$ cat src/rtl/reg_write_arbiter.sv
// Register-file write arbiter: clears every entry after reset or clr_req, then
// arbitrates two write requesters round-robin into a single registered write port.
module reg_write_arbiter #(
    parameter int W = 8,
    parameter int D = 4
) (
    input  logic         clk,
    input  logic         rst_n,
    input  logic         clr_req,
    input  logic         a_req,
    input  logic [D-1:0] a_addr,
    input  logic [W-1:0] a_data,
    output logic         a_gnt,
    input  logic         b_req,
    input  logic [D-1:0] b_addr,
    input  logic [W-1:0] b_data,
    output logic         b_gnt,
    output logic         wr_en,
    output logic [D-1:0] waddr,
    output logic [W-1:0] wdata,
    output logic         init_done
);

    typedef enum logic {INIT, RUN} state_t;

    state_t       state;
    logic [D-1:0] cnt;
    logic         rr;
    logic         arb_active;

    // rr=0 favours A on contention, rr=1 favours B
    always_comb begin
        arb_active = rst_n && (state == RUN) && !clr_req;
        a_gnt      = arb_active && a_req && (!b_req || !rr);
        b_gnt      = arb_active && b_req && (!a_req || rr);
    end

    always_ff @(posedge clk or negedge rst_n) begin
        if (!rst_n) begin
            state     <= INIT;
            cnt       <= '0;
            rr        <= 1'b0;
            wr_en     <= 1'b0;
            waddr     <= '0;
            wdata     <= '0;
            init_done <= 1'b0;
        end else begin
            case (state)
                INIT: begin
                    wr_en <= 1'b1;
                    waddr <= cnt;
                    wdata <= '0;
                    if (clr_req) begin
                        cnt <= '0;
                    end else begin
                        cnt <= cnt + 1'b1;
                        if (cnt == '1) begin
                            state     <= RUN;
                            init_done <= 1'b1;
                        end
                    end
                end
                RUN: begin
                    if (clr_req) begin
                        state     <= INIT;
                        cnt       <= '0;
                        init_done <= 1'b0;
                        wr_en     <= 1'b0;
                    end else if (a_gnt || b_gnt) begin
                        wr_en <= 1'b1;
                        waddr <= a_gnt ? a_addr : b_addr;
                        wdata <= a_gnt ? a_data : b_data;
                        if (a_req && b_req)
                            rr <= ~rr;
                    end else begin
                        wr_en <= 1'b0;
                    end
                end
                default: state <= INIT;
            endcase
        end
    end

endmodule

$ cat config.mk
export PLATFORM = sky130hd
export DESIGN_NAME = reg_write_arbiter
export DESIGN_NICKNAME = d
export VERILOG_FILES = /design/src/rtl/reg_write_arbiter.sv
export SDC_FILE = /design/constraint.sdc
export NUM_CORES = 1
export LEC_CHECK = 0
export ABC_AREA = 0
export ABC_CLOCK_PERIOD_IN_PS = 3000
export CELL_PAD_IN_SITES_DETAIL_PLACEMENT = 1
export CELL_PAD_IN_SITES_GLOBAL_PLACEMENT = 2
export CORE_MARGIN = 3
export CORE_UTILIZATION = 28
export CTS_BUF_LIST = sky130_fd_sc_hd__clkbuf_8
export CTS_CLUSTER_DIAMETER = 60
export CTS_CLUSTER_SIZE = 8
export DETAILED_ROUTE_END_ITERATION = 12
export GPL_TIMING_DRIVEN = 0
export MAX_ROUTING_LAYER = met4
export PLACE_DENSITY = 0.94
export REMOVE_ABC_BUFFERS = 1
export SETUP_SLACK_MARGIN = 0.3
export SYNTH_ARGS = -nofsm -noshare
export SYNTH_HDL_FRONTEND = slang
export SYNTH_SLANG_ARGS = --single-unit
$ cat constraint.sdc
create_clock -name clk -period 3 [get_ports clk]
set_clock_uncertainty 0.2 [all_clocks]
set_input_delay 0.6 -clock clk [delete_from_list [all_inputs] [get_ports clk]]
set_output_delay 0.6 -clock clk [all_outputs]
set_load 0.02 [all_outputs]
==> qor.txt <==
Status -> finished, final reports clean
Cells after synthesis -> 92
Clock share of power -> 35.8%
VDD IR max -> 157 uV
Hold/Removal Path Class -> in -> async
Clock Sinks -> 20
CTS root buf -> clkbuf_8
Crit path cell chain -> clkdlybuf4s50_1, a21boi_4, and2_2, dlygate4sd2_1
Vias in the first global route -> 948
Worst EP arrival -> 1.84 ns
Final hold viol count -> 0
Rel. slew slack -> 66.9%
DRT Pass-1 Iters -> 4
Psw -> 138 uW
IO Count -> 45
Core Area -> 3470 sq um
Maximum fanout along the worst path -> 5
CTS Buf Count -> 3
Final ANT Viol Nets -> 0
Initial Util -> 30.3%
Critical Path RT -> 2.20 ns
Buf/Inv on CP -> 2
Via count -> 884
Logic pwr share -> 15.8%
Maxcap violations -> 0
NumNets Final -> 169
Largest net degree at the start of global routing -> 24
Clock buffer depth -> 2
Met3 usage -> 3.00%
GRT met1 Usage -> 17.4%
WL final -> 2890 um
Die Ht -> 67.2 um
Antenna Cells -> 0
Cell Rows -> 21
Initial drt markers -> 32
Synthesis-to-layout area growth -> 50.9%
Final std cells w/o fill -> 184
Fin area -> 1580 sq um
Initial antenna violation count -> 0
Final period util -> 88.0%
Reg-to-Reg Start -> state
Sw frac -> 23.5%
Final Util -> 45.7%
R2R Setup Slk -> 1.28 ns
RSZ-0062 raised after global routing -> false
Final GP Congestion -> 0.720
Most used routing layer -> met2
Leak -> 0.697 nW
Final Setup Violations -> 0
H-tree level count -> 1
Dpl cell area -> 1520 sq um
Dpl hpwl -> 2220 um
R2R Path End -> wdata[5]
Clk slew on worst S/H paths -> 0.08 ns
Crit. End Element -> primary output
Biggest cell delay along the critical path -> 0.57 ns
I/O Buffers -> 44
Synth cell types -> 27
Setup WS pre-CTS -> -0.798 ns
FILL cells -> 409
Sequential Power Share -> 48.4%
Mapped cell area -> 1050 sq um
First-pass GRT wire length -> 4550 um
Sequential area share after synthesis -> 47.7%
Placed Cells -> 179
F_max -> 379 MHz
Via/cell ratio -> 4.80
CP max-delay cell -> clkdlybuf4s50_1
Critical path type -> in -> out
Layout cells sized above 1 -> 7.97%
Die Wd -> 67.2 um
Routing usage on met2 -> 22.2%
PD cells -> 370 nW/um^2
Mean Syn Cell Area -> 11.4 sq um
Crit start category -> input pin
Register-to-Register Path Depth -> 3
Final Critical Period -> 2.64 ns
Seq cells post-synth -> 20
Internal Pwr Total -> 449 uW
TritonCTS clock tree -> yes
Total power -> 587 uW
DRC violations left -> 0
Total grt overflow -> 0
Actual slew at the worst max-slew pin -> 0.491 ns
Worst-Skew Late Latency -> 0.26 ns
Yosys warnings -> 0
DR WL/cell -> 15.7 um
Worst path setup slack after routing -> 0.360 ns
Die area -> 4520 sq um
Family with the most delay on the worst path -> buffers and inverters
Gr usage total -> 14.0%
Slew Limit Fails -> 0
## how the worst max path moves through the flow
stage | endpoint | from | slack [ns] | cells after the start
finish | a_gnt | a_req | 0.36 | 4
global route | a_gnt | a_req | 0.31 | 4
CTS | b_gnt | clr_req | 0.15 | 5
detailed placement | b_gnt | rst_n | -0.80 | 5
global placement | b_gnt | rst_n | -0.72 | 5
floorplan | b_gnt | state | 0.86 | 3
## cells in the mapped netlist
master	number	share of area (%)
mux2i_1	21	20
nand3_1	1	0.48
o2bb2ai_1	1	0.83
a41oi_1	1	0.83
a21oi_1	1	0.48
buf_2	2	0.95
and2_2	1	0.72
buf_8	1	1.4
and3b_1	1	0.83
xnor2_1	3	2.5
a21boi_4	1	1.8
o21ai_1	1	0.48
nand2b_1	2	1.2
o221ai_1	4	3.3
nor2b_1	1	0.60
o21ai_0	1	0.48
nand3b_4	1	1.9
xor2_1	1	0.83
ha_1	1	1.2
nand4b_1	1	0.83
nor2_4	1	1.1
nand2_1	9	3.2
nor2_1	6	2.1
a31oi_1	1	0.60
dfrtp_1	20	48
o211ai_1	2	1.4
inv_1	6	2.1
## final cells by class
class                      count  area [sq um]  share of cell area, %
timing repair buffer          45           445                   28.1
tap                           46          57.6                   3.63
sequential                    20           502                   31.7
inverter                       6          22.5                   1.42
clock buffer                   4          55.1                   3.48
multi-input combinational     63           502                   31.7
## routing by layer
layer,vias to the layer above,routed length (um)
li1,419,-
met1,434,1160
met2,27,1540
met3,4,149
met4,0,45
met5,-,0
## worst reg2reg max path, cell delays in order (launching register included)
cell	delay, ns
dfrtp_2	0.65
nand3b_4	0.16
nor2_4	0.34
mux2i_1	0.29
## power by group through the flow
stage / logic, mW / clock network (mW) / registers, mW
2_1_floorplan: 0.0301 / 0 / 0.292
3_3_place_gp: 0.0903 / 0 / 0.289
3_5_place_dp: 0.0941 / 0 / 0.289
4_1_cts: 0.0948 / 0.212 / 0.284
5_1_grt: 0.101 / 0.225 / 0.285
6_report: 0.0928 / 0.210 / 0.284
## state kept, by name (all words and copies together), names as in the netlist
signal / cells
state: 1
wdata: 8
rr: 1
waddr: 4
init_done: 1
cnt: 4
wr_en: 1
## placed cells by master, fill, tap and decap left out
master           count
a21boi_4             1
a21oi_1              1
a31oi_1              1
a41oi_1              1
and2_2               1
and3b_1              1
buf_4                2
clkbuf_8             4
clkdlybuf4s50_1     40
dfrtp_1             19
dfrtp_2              1
dlygate4sd2_1        2
dlymetal6s2s_1       1
ha_1                 1
inv_1                6
mux2i_1             21
nand2_1              9
nand2b_1             2
nand3_1              1
nand3b_4             1
nand4b_1             1
nor2_1               6
nor2_4               1
nor2b_1              1
o211ai_1             2
o21ai_0              1
o21ai_1              1
o221ai_1             4
o2bb2ai_1            1
xnor2_1              3
xor2_1               1
## per-stage QoR
stage	setup TNS, ns	hold slack, ns
2_1_floorplan	0	0.104
4_1_cts	0	0.0325
3_5_place_dp	-1.53	0.306
5_1_grt	0	0.0414
6_report	0	0.0262
3_3_place_gp	-1.39	0.306
## logic make-up (layout without fill, tap and decap cells)
group / count (synthesis) / after routing / synth area share, %
DFF: 20 / 20 / 47.7
xor gates and xnor gates: 4 / 4 / 3.34
buffers and inverters: 9 / 55 / 4.53
and+or+nand+nor: 24 / 24 / 13.0
adders and majority gates: 1 / 1 / 1.19
muxes: 21 / 21 / 20.0
AOI/OAI and AO/OA: 13 / 13 / 10.2
## repair_timing
item | 4_1_cts | 5_1_grt
gates resized for setup | 9 | 1
setup endpoints to repair | 4 | 1
setup buffers | 1 | 0
gates cloned | 0 | 0
hold buffers | 0 | 0
No activity file was read; power rests on OpenSTA's default activity.
